--- src/rtl/ps2_pkg.sv ---
// Shared PS/2 receiver definitions: FSM states, scancode prefixes and the
// keyboard mailbox address used by ps2_vga_mux.
package ps2_pkg;

   typedef enum logic [1:0] {
      ST_IDLE   = 2'd0,
      ST_DATA   = 2'd1,
      ST_PARITY = 2'd2,
      ST_STOP   = 2'd3
   } ps2_state_t;

   localparam logic [7:0] PS2_EXT_CODE = 8'hE0;
   localparam logic [7:0] PS2_BRK_CODE = 8'hF0;
   localparam logic [9:0] PS2_WR_ADDR  = 10'h3FF;

   // Key event word: {zero pad, extended, break, scancode}
   function automatic logic [15:0] ps2_event_word(input logic ext, input logic brk,
                                                  input logic [7:0] code);
      return {6'b0, ext, brk, code};
   endfunction

endpackage

--- src/rtl/ps2_sync_edge.sv ---
// Synchronises the raw PS/2 clock and data lines into the clk domain and
// flags falling edges of the synchronised PS/2 clock.
module ps2_sync_edge #(
   parameter int SYNC_STAGES = 2
) (
   input  logic i_clk,
   input  logic i_reset,
   input  logic i_ps2_clk,
   input  logic i_ps2_data,
   output logic o_fall,
   output logic o_data_s
);

   logic [SYNC_STAGES-1:0] r_clk_sync;
   logic [SYNC_STAGES-1:0] r_data_sync;
   logic                   r_clk_prev;

   // Both lines idle high, so resetting to 1 never fakes an edge.
   always_ff @(posedge i_clk) begin
      if (i_reset) begin
         r_clk_sync  <= '1;
         r_data_sync <= '1;
         r_clk_prev  <= 1'b1;
      end else begin
         r_clk_sync[0]  <= i_ps2_clk;
         r_data_sync[0] <= i_ps2_data;
         for (int i = 1; i < SYNC_STAGES; i++) begin
            r_clk_sync[i]  <= r_clk_sync[i-1];
            r_data_sync[i] <= r_data_sync[i-1];
         end
         r_clk_prev <= r_clk_sync[SYNC_STAGES-1];
      end
   end

   assign o_fall   = r_clk_prev & ~r_clk_sync[SYNC_STAGES-1];
   assign o_data_s = r_data_sync[SYNC_STAGES-1];

endmodule

--- src/rtl/ps2_rx.sv ---
// PS/2 keyboard receiver: deserialises 11-bit frames, folds E0/F0 prefixes
// into flags and issues a one-cycle write request carrying the key event.
module ps2_rx
   import ps2_pkg::*;
#(
   parameter int TIMEOUT_CYCLES = 10000,
   parameter int SYNC_STAGES    = 2
) (
   input  logic        i_clk,
   input  logic        i_reset,
   input  logic        i_ps2_clk,
   input  logic        i_ps2_data,
   output logic        o_mux_sel,
   output logic [15:0] o_wr_data,
   output logic        o_frame_err
);

   localparam int CNT_W = (TIMEOUT_CYCLES > 2) ? $clog2(TIMEOUT_CYCLES) : 1;
   localparam logic [CNT_W-1:0] TO_LAST = CNT_W'(TIMEOUT_CYCLES - 1);

   logic w_fall;
   logic w_data_s;
   logic w_timeout;
   logic w_frame_ok;

   ps2_state_t       r_state;
   logic [2:0]       r_bit_cnt;
   logic [7:0]       r_shift;
   logic             r_parity;
   logic             r_ext;
   logic             r_brk;
   logic [CNT_W-1:0] r_cnt;

   ps2_sync_edge #(.SYNC_STAGES(SYNC_STAGES)) u_sync (
      .i_clk      (i_clk),
      .i_reset    (i_reset),
      .i_ps2_clk  (i_ps2_clk),
      .i_ps2_data (i_ps2_data),
      .o_fall     (w_fall),
      .o_data_s   (w_data_s)
   );

   // A stalled keyboard mid-frame must not wedge the receiver.
   assign w_timeout  = (r_state != ST_IDLE) && (r_cnt == TO_LAST);
   assign w_frame_ok = w_data_s && (^{r_shift, r_parity});

   always_ff @(posedge i_clk) begin
      if (i_reset) begin
         r_state     <= ST_IDLE;
         r_bit_cnt   <= 3'd0;
         r_shift     <= 8'h00;
         r_parity    <= 1'b0;
         r_ext       <= 1'b0;
         r_brk       <= 1'b0;
         r_cnt       <= '0;
         o_mux_sel   <= 1'b0;
         o_wr_data   <= 16'h0000;
         o_frame_err <= 1'b0;
      end else begin
         o_mux_sel   <= 1'b0;
         o_frame_err <= 1'b0;

         if (r_state == ST_IDLE || w_fall) r_cnt <= '0;
         else                              r_cnt <= r_cnt + 1'b1;

         if (w_fall) begin
            unique case (r_state)
               ST_IDLE: begin
                  if (!w_data_s) begin
                     r_state   <= ST_DATA;
                     r_bit_cnt <= 3'd0;
                  end else begin
                     o_frame_err <= 1'b1;
                  end
               end
               ST_DATA: begin
                  r_shift   <= {w_data_s, r_shift[7:1]};
                  r_bit_cnt <= r_bit_cnt + 3'd1;
                  if (r_bit_cnt == 3'd7) r_state <= ST_PARITY;
               end
               ST_PARITY: begin
                  r_parity <= w_data_s;
                  r_state  <= ST_STOP;
               end
               ST_STOP: begin
                  r_state <= ST_IDLE;
                  if (!w_frame_ok) begin
                     o_frame_err <= 1'b1;
                     r_ext       <= 1'b0;
                     r_brk       <= 1'b0;
                  end else if (r_shift == PS2_EXT_CODE) begin
                     r_ext <= 1'b1;
                  end else if (r_shift == PS2_BRK_CODE) begin
                     r_brk <= 1'b1;
                  end else begin
                     o_wr_data <= ps2_event_word(r_ext, r_brk, r_shift);
                     o_mux_sel <= 1'b1;
                     r_ext     <= 1'b0;
                     r_brk     <= 1'b0;
                  end
               end
               default: r_state <= ST_IDLE;
            endcase
         end else if (w_timeout) begin
            r_state     <= ST_IDLE;
            o_frame_err <= 1'b1;
            r_ext       <= 1'b0;
            r_brk       <= 1'b0;
         end
      end
   end

endmodule
--- config.mk ---
export PLATFORM = sky130hd
export DESIGN_NAME = ps2_rx
export DESIGN_NICKNAME = d
export VERILOG_FILES = /design/src/rtl/ps2_pkg.sv /design/src/rtl/ps2_sync_edge.sv /design/src/rtl/ps2_rx.sv
export SDC_FILE = /design/constraint.sdc
export NUM_CORES = 1
export LEC_CHECK = 0
export BUFFER_PORTS_ARGS = -buffer_cell sky130_fd_sc_hd__buf_4
export CAP_MARGIN = 20
export CORE_AREA = 2 2 82 84
export DETAILED_ROUTE_END_ITERATION = 6
export DIE_AREA = 0 0 84 86
export HOLD_SLACK_MARGIN = 0.05
export PLACE_DENSITY_LB_ADDON = 0.2
export SLEW_MARGIN = 10
export SYNTH_ARGS = -nofsm -noshare
export SYNTH_HDL_FRONTEND = slang
export SYNTH_SLANG_ARGS = --single-unit
--- constraint.sdc ---
create_clock -name i_clk -period 3.1 [get_ports i_clk]
set_clock_uncertainty 0.2 [all_clocks]
set_input_delay 0.31 -clock i_clk [delete_from_list [all_inputs] [get_ports i_clk]]
set_output_delay 0.31 -clock i_clk [all_outputs]
set_load 0.005 [all_outputs]
Word-level counts from Yosys, hierarchy flattened
Index checks and enable logic that the tools add are counted.
- multiplexer cells: 24
- add/subtract/negate cells: 2
- equal/unequal tests: 13
- reductions and logical operators: 17
- bitwise operators: 7
- operators with widths (kind ; count):
    $eq A8 B8 Y1 const B ; 2
    $mux W1 ; 16
    $add A14 B1 Y14 const B ; 1
    $eq A14 B14 Y1 const B ; 1
    $reduce_and A3 Y1 ; 4
    $ne A3 B3 Y1 const B ; 3
    $reduce_xor A9 Y1 ; 1
    $mux W2 ; 4
    $pmux W2 S4 ; 1
    $not A1 Y1 ; 6
    $pmux W3 S2 ; 1
    $reduce_bool A2 Y1 ; 3
    $reduce_and A5 Y1 ; 1
    $reduce_or A5 Y1 ; 1
    $eq A2 B2 Y1 const B ; 2
    $ne A4 B4 Y1 const B ; 1
    $reduce_and A2 Y1 ; 2
    $add A3 B1 Y3 const B ; 1
    $eq A3 B3 Y1 const B ; 1
    $mux W3 ; 1
    $eq A2 B1 Y1 const B ; 1
    $logic_and A1 B1 Y1 ; 2
    $logic_not A2 Y1 ; 1
    $ne A2 B1 Y1 const B ; 1
    other kinds (5) ; 5
- input port bits: 4
- output and inout port bits: 18
- register bits: 47
- word-level logic and storage cells: 76

Logic depth before layout (Yosys ltp)
- word-level depth: 6
- gate-level depth with buffers: 7
- gate-level depth less buffers: 6

By module
Synthesis repeated with hierarchy kept, for this count alone.
- cell total of the unflattened synthesis: 229
- area total of the unflattened synthesis: 2092.0 sq um
- by module, submodules not included (module ; area an instance (sq um) ; instances ; seq. area each (sq um) ; cells an instance):
    ps2_rx ; 1954.4 ; 1 ; 840.8 ; 218
    ps2_sync_edge ; 137.6 ; 1 ; 100.1 ; 11

Worst setup path after synthesis
No wires, ideal clock.
- path type: register to register
- start: reg r_shift[2]
- end: reg o_wr_data[0]
- setup time: 72 ps
- clock period less this slack: 1948 ps
- path slack: 1152 ps
- required time: 2828 ps
- arrival: 1677 ps
- buffers on the path: 0
- stages on the path, launching flop included: 6
- cell sequence: dfxtp_1 xor2_1 xnor3_1 mux2_4 nor2_8 mux2i_1
- word-level cells in the longest chain between the ends: 3
- elaborated cells between the ends (all ways): 7
- classes of those cells: eq/ne (2); bitwise (2); reduce/logical (3)
- ends and longest elaborated chain (what ; RTL line ; RTL):
    from (decl) ; ps2_rx.sv:28 ; logic [7:0] r_shift;
    from (signal assigned) ; ps2_rx.sv:77 ; r_shift <= {w_data_s, r_shift[7:1]};
    $eq A8 B8 Y1, or another cell as far along ; ps2_rx.sv:93 ; end else if (r_shift == PS2_BRK_CODE) begin
    $not A1 Y1 (no line) or $logic_and A1 B1 Y1 (tied branches) ; -- ;
    $reduce_and A5 Y1 (no line) (*) ; -- ;
    to (signal assigned) ; ps2_rx.sv:96 ; o_wr_data <= ps2_event_word(r_ext, r_brk, r_shift);
    to (decl) ; ps2_rx.sv:14 ; output logic [15:0] o_wr_data,
Mark *: on every way between the ends. The rest lies on a longest branch, timed or not.
A chain may end at the register's enable or synchronous reset.

Worst setup path after layout
- start: reg r_shift[2]
- end: reg o_wr_data[7]
Same word-level chain as after synthesis.

==> impl_metrics.csv <==
group,metric,value,unit
status,outcome,"completed",
yosys,muxShareOfSynthArea,5.371,%
timing,setup_viol,0,
clock_network,clock_latency,0.30,ns
finish,n_fill_cell,646,
power_and_ir_drop,ir_drop,0.1732,mV
clock_network,numClockSinks,47,
setup_path,reg2reg_to,"o_wr_data[7]",
power_and_ir_drop,power,0.001001,W
finish,syn_to_final_growth,12.20,%
worst_hold_path,worstHoldPathCells,1,
global_routing,grt_pass1_vias,1452,
timing,worstMarginPinSlew,0.5091,ns
yosys,syn_area,2143,sq um
setup_path,slowest_stage,"xnor3_1",
drt,drt-total-wl,3966,um
clock_network,cts.root.buffer_cell,"clkbuf_8",
drt,via_per_inst,4.628,
yosys,synth_top_area_cell,"dfxtp_1",
yosys,synth_cell_types,37,
timing,period_share,67.92,%
global_routing,grt_max_degree,45,
timing,relSlewSlack,66.06,%
worst_hold_path,min_from,"u_sync.r_clk_sync[0]",
floorplan,die_w,84,um
power_and_ir_drop,p_leak,0.8665,nW
setup_path,critPathLaunchType,"register",
setup_path,r2r_start,"r_shift[2]",
floorplan,start_util,34.14,%
yosys,synth_area_leaders,"dfxtp_1 (44%), nand2b_1 (5.8%), ha_1 (4.7%)",
worst_hold_path,holdPathEnd,"u_sync.r_clk_sync[1]",
setup_path,arrival,2.14,ns
global_routing,grt_pass1_wl,6782,um
clock_network,cts_resized,0,
yosys,synth_top_family_by_area,"simple AND/OR/NAND/NOR gates",
yosys,ys_warn_count,0,
global_routing,track_usage,11.75,%
drt,drt_first_pass_iters,4,
timing,setup_tns,0,ns
setup_path,reg2reg_depth,5,
drt,drtAntennaViolNets,0,
yosys,ys_ff_latch,47,
finish,layout.nets,262,
yosys,yosysSeqAreaShare,43.90,%
timing,fmax,474.9,MHz
floorplan,io_pins,22,
yosys,netlist_instances,235,
yosys,synthAdderAreaFrac,4.670,%
power_and_ir_drop,pwr_density_cell,416.2,nW/um^2
placement,io_buffers,15,
drt,drcViolationCount,0,
floorplan,rows,29,
floorplan,core_area,6277,sq um
clock_network,clk_pin_slew,0.09,ns
clock_network,htreeDepth,2,
yosys,synth_simple_gate_area_share,25.74,%
clock_network,postCtsHoldBufs,2,
setup_path,rrSetupSlack,0.99,ns
setup_path,crit_type,"reg -> reg",
yosys,synth-compound-area-share,7.005,%
placement,place_congestion,0.6902,
setup_path,cpPeakStageDelay,0.43,ns
floorplan,die_area,7224,sq um
floorplan,chipHeight,86,um
drt,vias,1518,
setup_path,path_max_fanout,10,
finish,diodes,0,
clock_network,post_cts_buffers,0,
finish,drive_gt1_share,12.35,%
setup_path,worstPathRequired,3.14,ns
timing,min_period,2.106,ns
clock_network,cts_buffers,5,
yosys,syn_area_per_cell,9.120,sq um
placement,dp_hpwl,2677,um
global_routing,antenna_found_initial,0,
drt,detail_route.wl_per_cell,12.09,um
global_routing,overflow,0,
setup_path,path_cells,"xor2_1 > xnor3_1 > mux2_4 > nor2_8 > mux2i_1",
drt,drt_iter0_drc,128,
clock_network,clockBufferDepth,2,
timing,hold_viol_final,0,
worst_hold_path,hp-class,"reg -> reg",
timing,rsz0062_at_grt,"no",
setup_path,endpoint_kind,"register",
timing,finalMaxSlewViolations,0,
flow_run,max_cap_viol_count,0,
clock_network,cts_tree,"built",
yosys,synth_xor_area_share,8.231,%
yosys,synth.top_cell.area_share,43.90,%
report_power, final:
group | internal (W) | total [W] | switching, W | leakage (nW)
Sequential | 0.000607 | 0.000609 | 0.00000204 | 0.380
Combinational | 0.0000128 | 0.0000295 | 0.0000167 | 0.446
Clock | 0.000158 | 0.000363 | 0.000205 | 0.0412
Total | 0.000777 | 0.00100 | 0.000224 | 0.867
worst max-delay path: cells and delay by family (launching register included):
| kind | cells | cell delay, ns |
|---|---|---|
| flip-flops | 1 | 0.41 |
| XOR/XNOR | 2 | 0.61 |
| AND/OR/NAND/NOR | 1 | 0.25 |
| multiplexers | 2 | 0.57 |
logic make-up after synthesis:
logic type	Yosys count
compound gates	24
xor+xnor	17
fa+ha+maj	8
buf+inv	22
flops	47
mux	11
other cells	1
simple gates	105
synthesized netlist by cell type (all sizes together):
master / n
ha: 8
nor2: 24
mux2i: 10
o21ai: 2
o22ai: 1
a32o: 2
or2: 6
a32oi: 2
or3: 2
xnor2: 8
inv: 7
a211oi: 1
nand2b: 20
o21a: 2
nand3: 13
nand4: 5
a31o: 1
or4b: 1
a21oi: 13
and3: 3
xnor3: 2
mux2: 1
xor2: 7
and2: 1
conb: 1
or2b: 1
nand2: 20
nor2b: 2
buf: 6
nor3: 3
nor4: 1
clkbuf: 9
nand3b: 1
dfxtp: 47
nor3b: 2
cells in the final DEF, fill, tap and decap left out, types with 2 or more instances in the layout:
| cell | netlist | routed |
|---|---|---|
| dfxtp_1 | 47 | 47 |
| nor2_1 | 23 | 23 |
| nand2b_1 | 20 | 20 |
| nand2_1 | 20 | 20 |
| buf_4 | 6 | 16 |
| nand3_1 | 13 | 13 |
| a21oi_1 | 13 | 13 |
| mux2i_1 | 10 | 10 |
| xnor2_1 | 8 | 8 |
| ha_1 | 8 | 8 |
| inv_1 | 7 | 7 |
| xor2_1 | 7 | 7 |
| conb_1 | 1 | 6 |
| nand4_1 | 5 | 5 |
| or2_2 | 5 | 5 |
| clkbuf_8 | 0 | 5 |
| and3_1 | 3 | 3 |
| nor3_1 | 3 | 3 |
| nor2b_1 | 2 | 2 |
| or3_1 | 2 | 2 |
| xnor3_1 | 2 | 2 |
| nor3b_1 | 2 | 2 |
| o21ai_0 | 2 | 2 |
| a32oi_1 | 2 | 2 |
| o21a_1 | 2 | 2 |
| a32o_1 | 2 | 2 |
| dlygate4sd3_1 | 0 | 2 |
cell type report:
class                           instances  area (sq um)  area share (%)
Tap cell                               77         96.34           4.006
Clock buffer                            6         72.57           3.018
Multi-Input combinational cell        171          1116           46.41
Sequential cell                        47         940.9           39.13
Timing Repair Buffer                   18         140.1           5.827
Clock inverter                          2         12.51          0.5203
Inverter                                7         26.28           1.093
state kept, by name (all words and copies together) (netlist names):
| signal | cells |
|---|---|
| o_frame_err | 1 |
| r_state | 2 |
| r_parity | 1 |
| u_sync.r_data_sync | 2 |
| u_sync.r_clk_prev | 1 |
| r_cnt | 14 |
| u_sync.r_clk_sync | 2 |
| r_bit_cnt | 3 |
| o_wr_data | 10 |
| r_brk | 1 |
| r_ext | 1 |
| o_mux_sel | 1 |
| r_shift | 8 |
layer usage:
metal  vias up  global-route usage [%]  wire [um]  share of wire [%]
met1       686                   14.94       1994                 50
met2        26                   18.91       1754                 44
met4         0                   4.839         63                1.6
li1        800                       -          -                  -
met5         -                       0          0                  0
met3         6                   3.272        154                3.9
metrics by stage:
stage | cells | util, % | hold WS [ns] | cell area [sq um] | setup WS [ns]
finish | 328 | 38.31 | 0.2109 | 2405 | 0.9945
floorplan | 240 | - | 0.1895 | 2162 | 1.152
global route | 328 | 38.31 | 0.2266 | 2405 | 0.8197
CTS | 328 | 38.31 | 0.2124 | 2405 | 0.9775
detailed placement | 318 | 36.64 | 0.1932 | 2300 | 1.012
global placement | 318 | 36.64 | 0.1931 | 2300 | 1.042
how the worst max path moves through the flow:
| stage | cells after the start | slack [ns] | from | endpoint |
|---|---|---|---|---|
| after floorplan | 5 | 1.15 | r_shift[2] | o_wr_data[0] |
| final | 5 | 0.99 | r_shift[2] | o_wr_data[7] |
| after detailed placement | 5 | 1.01 | r_shift[1] | o_wr_data[7] |
| after CTS | 5 | 0.98 | r_shift[1] | o_wr_data[8] |
| after global placement | 5 | 1.04 | r_shift[1] | o_wr_data[3] |
| after global routing | 6 | 0.82 | r_state[0] | r_bit_cnt[1] |
No activity file was read; power rests on OpenSTA's default activity.
